`src/rtl/uart_fifo.sv`:
```
// uart_fifo: full-duplex UART with first-word fall-through RX and TX FIFOs.
// Parity is compiled in only when UART_FIFO_PARITY_EN is defined; without it
// frames are start + DATA_BITS + stop and RxParityError is tied low.

// Synchronous FIFO; the parent qualifies wr_en/rd_en against full/empty.
module uart_fifo_buf #(
   parameter int unsigned WIDTH = 8,
   parameter int unsigned DEPTH = 16
) (
   input  logic                       clk,
   input  logic                       rst_n,
   input  logic                       wr_en,
   input  logic [WIDTH-1:0]           wr_data,
   input  logic                       rd_en,
   output logic [WIDTH-1:0]           rd_data,
   output logic [$clog2(DEPTH):0]     count,
   output logic                       empty,
   output logic                       full
);
   localparam int unsigned AW = $clog2(DEPTH);

   logic [AW-1:0]    wr_ptr_q, wr_ptr_d;
   logic [AW-1:0]    rd_ptr_q, rd_ptr_d;
   logic [AW:0]      count_q, count_d;
   logic [WIDTH-1:0] mem_q [DEPTH];

   // Pointer and occupancy update; simultaneous push and pop keep the count.
   always_comb begin
      wr_ptr_d = wr_ptr_q;
      rd_ptr_d = rd_ptr_q;
      count_d  = count_q;
      if (wr_en) wr_ptr_d = wr_ptr_q + 1'b1;
      if (rd_en) rd_ptr_d = rd_ptr_q + 1'b1;
      case ({wr_en, rd_en})
         2'b10:   count_d = count_q + 1'b1;
         2'b01:   count_d = count_q - 1'b1;
         default: count_d = count_q;
      endcase
   end

   // Pointer and count registers.
   always_ff @(posedge clk or negedge rst_n) begin
      if (!rst_n) begin
         wr_ptr_q <= '0;
         rd_ptr_q <= '0;
         count_q  <= '0;
      end else begin
         wr_ptr_q <= wr_ptr_d;
         rd_ptr_q <= rd_ptr_d;
         count_q  <= count_d;
      end
   end

   // Storage array; contents need no reset because the head is masked when empty.
   always_ff @(posedge clk) begin
      if (wr_en) mem_q[wr_ptr_q] <= wr_data;
   end

   assign empty   = (count_q == '0);
   assign full    = (count_q == (AW+1)'(DEPTH));
   assign count   = count_q;
   assign rd_data = empty ? '0 : mem_q[rd_ptr_q];
endmodule

module uart_fifo #(
   parameter int unsigned BAUD_DIV   = 217,
   parameter int unsigned DATA_BITS  = 8,
   parameter int unsigned STOP_BITS  = 1,
   parameter int unsigned FIFO_DEPTH = 16
) (
   input  logic                          Clk,
   input  logic                          ResetN,
   input  logic                          Rx,
   input  logic                          RxEnable,
   input  logic                          RxUnload,
   output logic [DATA_BITS-1:0]          RxData,
   output logic                          RxValid,
   output logic [$clog2(FIFO_DEPTH):0]   RxCount,
   output logic                          RxFrameError,
   output logic                          RxOverflow,
   output logic                          RxParityError,
   input  logic                          ErrClear,
   output logic                          Tx,
   input  logic [DATA_BITS-1:0]          TxData,
   input  logic                          TxSend,
   output logic                          TxFull,
   output logic                          TxEmpty,
   input  logic                          ParityOdd
);
   localparam int unsigned CW    = $clog2(FIFO_DEPTH) + 1;
   localparam int unsigned CNT_W = $clog2(STOP_BITS * BAUD_DIV) + 1;
   localparam int unsigned BIT_W = $clog2(DATA_BITS);

   typedef enum logic [2:0] {
      RX_IDLE,
      RX_START,
      RX_DATA,
`ifdef UART_FIFO_PARITY_EN
      RX_PARITY,
`endif
      RX_STOP
   } rx_state_t;

   typedef enum logic [2:0] {
      TX_IDLE,
      TX_START,
      TX_DATA,
`ifdef UART_FIFO_PARITY_EN
      TX_PARITY,
`endif
      TX_STOP
   } tx_state_t;

   // ---------------- receive path ----------------
   logic                 rx_meta_q, rx_sync_q, rx_prev_q;
   rx_state_t            rx_state_q, rx_state_d;
   logic [CNT_W-1:0]     rx_cnt_q, rx_cnt_d;
   logic [BIT_W-1:0]     rx_bit_q, rx_bit_d;
   logic [DATA_BITS-1:0] rx_shift_q, rx_shift_d;
   logic                 rx_push, rx_ferr_set;
   logic                 rx_ferr_q, rx_ferr_d, rx_ovf_q, rx_ovf_d;
   logic                 rx_wr, rx_rd, rx_empty, rx_full, rx_ovf_set;
`ifdef UART_FIFO_PARITY_EN
   logic                 rx_perr_set, rx_perr_q, rx_perr_d;
`endif

   // Two-flop synchroniser plus one delayed copy for falling-edge detection.
   // Requiring the previous sample high also keeps RX from re-arming on a
   // line held low after a bad stop bit.
   always_ff @(posedge Clk or negedge ResetN) begin
      if (!ResetN) begin
         rx_meta_q <= 1'b1;
         rx_sync_q <= 1'b1;
         rx_prev_q <= 1'b1;
      end else begin
         rx_meta_q <= Rx;
         rx_sync_q <= rx_meta_q;
         rx_prev_q <= rx_sync_q;
      end
   end

   // RX next-state: half-bit wait to centre, then one sample per BAUD_DIV.
   always_comb begin
      rx_state_d  = rx_state_q;
      rx_cnt_d    = rx_cnt_q + 1'b1;
      rx_bit_d    = rx_bit_q;
      rx_shift_d  = rx_shift_q;
      rx_push     = 1'b0;
      rx_ferr_set = 1'b0;
`ifdef UART_FIFO_PARITY_EN
      rx_perr_set = 1'b0;
`endif
      case (rx_state_q)
         RX_IDLE: begin
            rx_cnt_d = '0;
            if (!rx_sync_q && rx_prev_q) rx_state_d = RX_START;
         end
         RX_START: begin
            if (rx_cnt_q == CNT_W'(BAUD_DIV/2 - 1)) begin
               rx_cnt_d   = '0;
               rx_bit_d   = '0;
               rx_state_d = rx_sync_q ? RX_IDLE : RX_DATA;
            end
         end
         RX_DATA: begin
            if (rx_cnt_q == CNT_W'(BAUD_DIV - 1)) begin
               rx_cnt_d   = '0;
               rx_shift_d = {rx_sync_q, rx_shift_q[DATA_BITS-1:1]};
               if (rx_bit_q == BIT_W'(DATA_BITS - 1)) begin
`ifdef UART_FIFO_PARITY_EN
                  rx_state_d = RX_PARITY;
`else
                  rx_state_d = RX_STOP;
`endif
               end else begin
                  rx_bit_d = rx_bit_q + 1'b1;
               end
            end
         end
`ifdef UART_FIFO_PARITY_EN
         RX_PARITY: begin
            if (rx_cnt_q == CNT_W'(BAUD_DIV - 1)) begin
               rx_cnt_d    = '0;
               rx_perr_set = ((^rx_shift_q) ^ rx_sync_q) != ParityOdd;
               rx_state_d  = RX_STOP;
            end
         end
`endif
         RX_STOP: begin
            if (rx_cnt_q == CNT_W'(BAUD_DIV - 1)) begin
               rx_cnt_d    = '0;
               rx_push     = rx_sync_q;
               rx_ferr_set = !rx_sync_q;
               rx_state_d  = RX_IDLE;
            end
         end
         default: rx_state_d = RX_IDLE;
      endcase
      // Disabling the receiver drops any frame in flight, including its push.
      if (!RxEnable) begin
         rx_state_d  = RX_IDLE;
         rx_cnt_d    = '0;
         rx_push     = 1'b0;
         rx_ferr_set = 1'b0;
`ifdef UART_FIFO_PARITY_EN
         rx_perr_set = 1'b0;
`endif
      end
   end

   // RX state registers.
   always_ff @(posedge Clk or negedge ResetN) begin
      if (!ResetN) begin
         rx_state_q <= RX_IDLE;
         rx_cnt_q   <= '0;
         rx_bit_q   <= '0;
         rx_shift_q <= '0;
      end else begin
         rx_state_q <= rx_state_d;
         rx_cnt_q   <= rx_cnt_d;
         rx_bit_q   <= rx_bit_d;
         rx_shift_q <= rx_shift_d;
      end
   end

   // A full FIFO still accepts a push when a pop frees a slot the same cycle.
   assign rx_rd      = RxUnload && !rx_empty;
   assign rx_wr      = rx_push && (!rx_full || rx_rd);
   assign rx_ovf_set = rx_push && rx_full && !rx_rd;

   uart_fifo_buf #(.WIDTH(DATA_BITS), .DEPTH(FIFO_DEPTH)) u_rx_fifo (
      .clk     (Clk),
      .rst_n   (ResetN),
      .wr_en   (rx_wr),
      .wr_data (rx_shift_q),
      .rd_en   (rx_rd),
      .rd_data (RxData),
      .count   (RxCount),
      .empty   (rx_empty),
      .full    (rx_full)
   );

   // Sticky error flags: a set event outranks ErrClear in the same cycle.
   always_comb begin
      rx_ferr_d = rx_ferr_set ? 1'b1 : (ErrClear ? 1'b0 : rx_ferr_q);
      rx_ovf_d  = rx_ovf_set  ? 1'b1 : (ErrClear ? 1'b0 : rx_ovf_q);
`ifdef UART_FIFO_PARITY_EN
      rx_perr_d = rx_perr_set ? 1'b1 : (ErrClear ? 1'b0 : rx_perr_q);
`endif
   end

   // Error flag registers.
   always_ff @(posedge Clk or negedge ResetN) begin
      if (!ResetN) begin
         rx_ferr_q <= 1'b0;
         rx_ovf_q  <= 1'b0;
`ifdef UART_FIFO_PARITY_EN
         rx_perr_q <= 1'b0;
`endif
      end else begin
         rx_ferr_q <= rx_ferr_d;
         rx_ovf_q  <= rx_ovf_d;
`ifdef UART_FIFO_PARITY_EN
         rx_perr_q <= rx_perr_d;
`endif
      end
   end

   assign RxValid      = !rx_empty;
   assign RxFrameError = rx_ferr_q;
   assign RxOverflow   = rx_ovf_q;
`ifdef UART_FIFO_PARITY_EN
   assign RxParityError = rx_perr_q;
`else
   logic unused_parity_odd;
   assign unused_parity_odd = ParityOdd;
   assign RxParityError     = 1'b0;
`endif

   // ---------------- transmit path ----------------
   tx_state_t            tx_state_q, tx_state_d;
   logic [CNT_W-1:0]     tx_cnt_q, tx_cnt_d;
   logic [BIT_W-1:0]     tx_bit_q, tx_bit_d;
   logic [DATA_BITS-1:0] tx_shift_q, tx_shift_d, tx_head;
   logic                 tx_q, tx_d, tx_load, tx_rd, tx_wr, tx_fifo_empty, tx_fifo_full;
   logic [CW-1:0]        unused_tx_count;
`ifdef UART_FIFO_PARITY_EN
   logic                 tx_par_q, tx_par_d;
`endif

   assign tx_wr = TxSend && !tx_fifo_full;

   uart_fifo_buf #(.WIDTH(DATA_BITS), .DEPTH(FIFO_DEPTH)) u_tx_fifo (
      .clk     (Clk),
      .rst_n   (ResetN),
      .wr_en   (tx_wr),
      .wr_data (TxData),
      .rd_en   (tx_rd),
      .rd_data (tx_head),
      .count   (unused_tx_count),
      .empty   (tx_fifo_empty),
      .full    (tx_fifo_full)
   );

   // TX next-state; a waiting word is loaded straight out of STOP so frames
   // run back to back. The line is registered from the current state, which
   // delays every bit by one clock but keeps each bit BAUD_DIV clocks wide.
   always_comb begin
      tx_state_d = tx_state_q;
      tx_cnt_d   = tx_cnt_q + 1'b1;
      tx_bit_d   = tx_bit_q;
      tx_shift_d = tx_shift_q;
      tx_load    = 1'b0;
`ifdef UART_FIFO_PARITY_EN
      tx_par_d   = tx_par_q;
`endif
      case (tx_state_q)
         TX_IDLE: begin
            tx_cnt_d = '0;
            tx_load  = !tx_fifo_empty;
         end
         TX_START: begin
            if (tx_cnt_q == CNT_W'(BAUD_DIV - 1)) begin
               tx_cnt_d   = '0;
               tx_bit_d   = '0;
               tx_state_d = TX_DATA;
            end
         end
         TX_DATA: begin
            if (tx_cnt_q == CNT_W'(BAUD_DIV - 1)) begin
               tx_cnt_d   = '0;
               tx_shift_d = {1'b0, tx_shift_q[DATA_BITS-1:1]};
               if (tx_bit_q == BIT_W'(DATA_BITS - 1)) begin
`ifdef UART_FIFO_PARITY_EN
                  tx_state_d = TX_PARITY;
`else
                  tx_state_d = TX_STOP;
`endif
               end else begin
                  tx_bit_d = tx_bit_q + 1'b1;
               end
            end
         end
`ifdef UART_FIFO_PARITY_EN
         TX_PARITY: begin
            if (tx_cnt_q == CNT_W'(BAUD_DIV - 1)) begin
               tx_cnt_d   = '0;
               tx_state_d = TX_STOP;
            end
         end
`endif
         TX_STOP: begin
            if (tx_cnt_q == CNT_W'(STOP_BITS * BAUD_DIV - 1)) begin
               tx_cnt_d   = '0;
               tx_state_d = TX_IDLE;
               tx_load    = !tx_fifo_empty;
            end
         end
         default: tx_state_d = TX_IDLE;
      endcase
      tx_rd = tx_load;
      if (tx_load) begin
         tx_shift_d = tx_head;
         tx_cnt_d   = '0;
         tx_state_d = TX_START;
`ifdef UART_FIFO_PARITY_EN
         tx_par_d   = (^tx_head) ^ ParityOdd;
`endif
      end
      case (tx_state_q)
         TX_START: tx_d = 1'b0;
         TX_DATA:  tx_d = tx_shift_q[0];
`ifdef UART_FIFO_PARITY_EN
         TX_PARITY: tx_d = tx_par_q;
`endif
         default:  tx_d = 1'b1;
      endcase
   end

   // TX state and line registers.
   always_ff @(posedge Clk or negedge ResetN) begin
      if (!ResetN) begin
         tx_state_q <= TX_IDLE;
         tx_cnt_q   <= '0;
         tx_bit_q   <= '0;
         tx_shift_q <= '0;
         tx_q       <= 1'b1;
`ifdef UART_FIFO_PARITY_EN
         tx_par_q   <= 1'b0;
`endif
      end else begin
         tx_state_q <= tx_state_d;
         tx_cnt_q   <= tx_cnt_d;
         tx_bit_q   <= tx_bit_d;
         tx_shift_q <= tx_shift_d;
         tx_q       <= tx_d;
`ifdef UART_FIFO_PARITY_EN
         tx_par_q   <= tx_par_d;
`endif
      end
   end

   assign Tx      = tx_q;
   assign TxFull  = tx_fifo_full;
   assign TxEmpty = tx_fifo_empty && (tx_state_q == TX_IDLE);
endmodule

```
`config.mk`:
```
export PLATFORM = sky130hd
export DESIGN_NAME = uart_fifo
export DESIGN_NICKNAME = d
export VERILOG_FILES = /design/src/rtl/uart_fifo.sv
export SDC_FILE = /design/constraint.sdc
export NUM_CORES = 1
export LEC_CHECK = 0
export BUFFER_PORTS_ARGS = -buffer_cell sky130_fd_sc_hd__buf_2
export CORE_MARGIN = 5
export CORE_UTILIZATION = 44
export CTS_CLUSTER_DIAMETER = 120
export CTS_CLUSTER_SIZE = 30
export DETAILED_ROUTE_END_ITERATION = 16
export HOLD_SLACK_MARGIN = 0.05
export PLACE_DENSITY = 0.65
export SYNTH_ARGS = -nofsm -noshare
export SYNTH_HDL_FRONTEND = slang
export SYNTH_HIERARCHICAL = 1
export SYNTH_SLANG_ARGS = --single-unit
```
`constraint.sdc`:
```
create_clock -name Clk -period 3.91 [get_ports Clk]
set_clock_uncertainty 0.1 [all_clocks]
set_input_delay 0.1955 -clock Clk [delete_from_list [all_inputs] [get_ports Clk]]
set_output_delay 0.1955 -clock Clk [all_outputs]
set_load 0.05 [all_outputs]
```
==> run summary <==
crit-path cells -> buf_4 > mux4_1 > a211oi_1 > a211oi_1 > buf_2
DIE WIDTH -> 191 µm
Hold WC Path Type -> primary input to flop
Worst-Skew Late Latency -> 0.50 ns
Max Clk Rate -> 308 MHz
GRT Resource Usage Total -> 0.145
Max FO, Critical Path -> 14
Residual DRC -> 0
Post-CTS Hold Fix Bufs -> 14
#FFs+latches synth -> 332
mean post-synth cell area -> 16.9 µm²
H-tree depth -> 1
status -> complete, no violations
CP delay by family, top -> flip-flops
DR iter-0 viols -> 503
DP Wirelength -> 16700 µm
period utilization -> 0.831
first-pass GRT wire length -> 41400 µm
via count -> 7197
Hold Vio Cnt, Final -> 0
nets -> 941
sequential share of power -> 0.549
fin crit period -> 3.25 ns
startpoint types -> flop
# rows -> 66
die footprint -> 36300 µm²
Data required, critical path -> 3.61 ns
Net Sw Frac -> 0.280
final wirelength -> 26000 µm
Final Setup Violations -> 0
Cell Pwr Density -> 508 nW/µm²
Synth area leaders -> edfxtp_1, dfrtp_1, mux4_2
r2r setup slk -> 0.67 ns
Syn Std Cell Area -> 14400 µm²
largest net degree at the start of global routing -> 58
Post-synth EDFFs -> 256
Max Root-Sink Buffers -> 3
Clk pwr share -> 0.226
Max Cap Viol -> 0
worst setup margin -> 0.660 ns
YS warnings -> 6
Netlist cell types -> 67
fraction of layout cells with a size suffix above 1 -> 0.170
Place WS -> 0.683 ns
PnR Total Power -> 7.90 mW
Vias/cell -> 5.35
asr flop ratio synth -> 0.229
Lkg Pwr -> 5.82 nW
Post-DRT Antenna Nets -> 0
Cells after Synth -> 851
setup tns final -> 0 ns
final core occ -> 0.480
Post-DP Area -> 15000 µm²
Yosys top cell by area -> edfxtp_1
Slew @ Worst Pin -> 0.901 ns
Pre-antenna DRT Iters -> 4
number of I/O port buffers -> 33
Worst setup EP type -> output port
synthesis-to-finish area growth -> 8.29%
max-slew violation count -> 0
Slew HR -> 0.397
vias in the first global route -> 7256
CP Class -> flop to output port
clk slew on worst S/H paths -> 0.11 ns
diodes inserted -> 0
top cell type's share of synthesized area -> 0.536
number of CTS-inserted buffers -> 15
VDD IR-drop max -> 0.435 mV
Internal Power -> 5.69 mW
Net Count, Synth -> 898
Main synth FF type -> edfxtp_1
TritonCTS clock tree -> done
CTS root buf -> clkbuf_16
number of gates resized after cts -> 0
initial antenna violation count -> 0
io pins -> 36
design area -> 15500 µm²
Gate power share -> 0.224
Routed WL per cell -> 19.4 µm
Initial Util -> 0.443
crit path DAT -> 2.95 ns
total grt overflow -> 0
Slowest-stage cell, CP -> dfrtp_1
setup repair after global routing missed its margin -> no
register area share after synthesis -> 0.668
Num Clock Sinks -> 332
worst path bufs/invs -> 2
post-CTS setup repair buffer count -> 0
slowest stage delay, CP -> 0.86 ns
Die H -> 191 µm
most frequent CP cell -> a211oi_1
Psw -> 2.21 mW
core area -> 32400 µm²
GPL Wtd Cong -> 0.770
-- path summary, 6_finish.rpt --
path | from | endpoint | cells after the start
setup / recovery | u_rx_fifo/rd_ptr_q[1] | RxData[1] | 5
hold / removal | TxSend | u_tx_fifo/wr_ptr_q[0] | 4
setup reg to reg | u_rx_fifo/count[2] | u_rx_fifo/count[4] | 13
hold reg to reg | rx_meta_q | rx_sync_q | 0
max in group asynchronous | ResetN | tx_shift_q[5] | 3
min in group asynchronous | ResetN | rx_cnt_q[6] | 2
-- flip-flops by register name, indices dropped and copies added, names as in the netlist, 2 cells and up --
register	cells
u_tx_fifo/rd_ptr_q	4
tx_cnt_q	9
rx_bit_q	3
u_rx_fifo/mem_q	128
rx_state_q	2
rx_shift_q	8
u_rx_fifo/wr_ptr_q	4
tx_bit_q	3
u_tx_fifo/count	5
u_tx_fifo/wr_ptr_q	4
u_rx_fifo/count	5
tx_state_q	2
u_tx_fifo/mem_q	128
tx_shift_q	8
u_rx_fifo/rd_ptr_q	4
rx_cnt_q	9
-- cell type report --
class                   count  area (µm²)
multi-input cells         454        4410
flip-flops and latches    332        9590
repair buffers             68         465
well taps                 442         553
clock buffers              23         405
inverters                  23        86.3
fillers                  2793       16800
clock inverters             2        28.8
-- cells in the mapped netlist (11+ instances only) --
master,instances
xnor2_1,17
ha_1,31
mux4_1,24
clkbuf_1,17
mux4_2,40
mux2_2,19
xor2_1,18
edfxtp_1,256
nor2_1,62
nor2b_1,22
nor3_1,11
inv_1,23
o21ai_0,15
dfrtp_1,72
a211oi_1,34
mux2i_1,19
nand2b_1,14
nand2_1,31
-- tightest hold or removal path, stage by stage --
cell and delay (ns):
buf_2 0.07, nor2b_1 0.12, buf_4 0.19, xor2_1 0.08
-- layout by cell type (no fill, tap or decap), types with 17 or more instances in the layout --
master / n
edfxtp_1: 256
dfrtp_1: 72
nor2_1: 62
mux4_2: 40
a211oi_1: 34
buf_2: 32
nand2_1: 31
ha_1: 31
mux4_1: 24
inv_1: 23
nor2b_1: 22
buf_4: 22
mux2_2: 19
mux2i_1: 19
xor2_1: 18
xnor2_1: 17
-- logic make-up after synthesis --
| family | share of synthesized area |
|---|---|
| multiplexers | 0.143 |
| flip-flops | 0.668 |
| other | 0.000261 |
| XOR/XNOR | 0.0214 |
| adder cells (fa/ha/maj) | 0.0270 |
| buffers and inverters | 0.0251 |
| AO/OA/AOI/OAI | 0.0441 |
| AND/OR/NAND/NOR | 0.0705 |
-- per-layer routing --
| layer | vias up | part of all wire | GRT usage | wire length, µm |
|---|---|---|---|---|
| met3 | 22 | 0.027 | 0.0167 | 716 |
| met2 | 93 | 0.49 | 0.247 | 12900 |
| met4 | 0 | 0.017 | 0.0254 | 431 |
| li1 | 3378 | - | - | - |
| met1 | 3704 | 0.46 | 0.204 | 12000 |
| met5 | - | 0 | 0 | 0 |
-- through the flow --
step,instances,hold slack (ns)
floorplan,851,-0.200
global placement,1305,0.208
detailed placement,1305,0.207
CTS,1344,0.0946
global route,1344,0.157
finish,1344,0.110
-- power by group through the flow --
stage / clock network [mW] / logic, mW / registers (mW)
finish: 1.79 / 1.77 / 4.34
global placement: 0 / 1.76 / 4.41
CTS: 1.87 / 1.80 / 4.35
floorplan: 0 / 1.50 / 4.28
global route: 1.99 / 1.97 / 4.39
detailed placement: 0 / 1.79 / 4.42
Note: power is estimated with default switching activity, not from simulation.
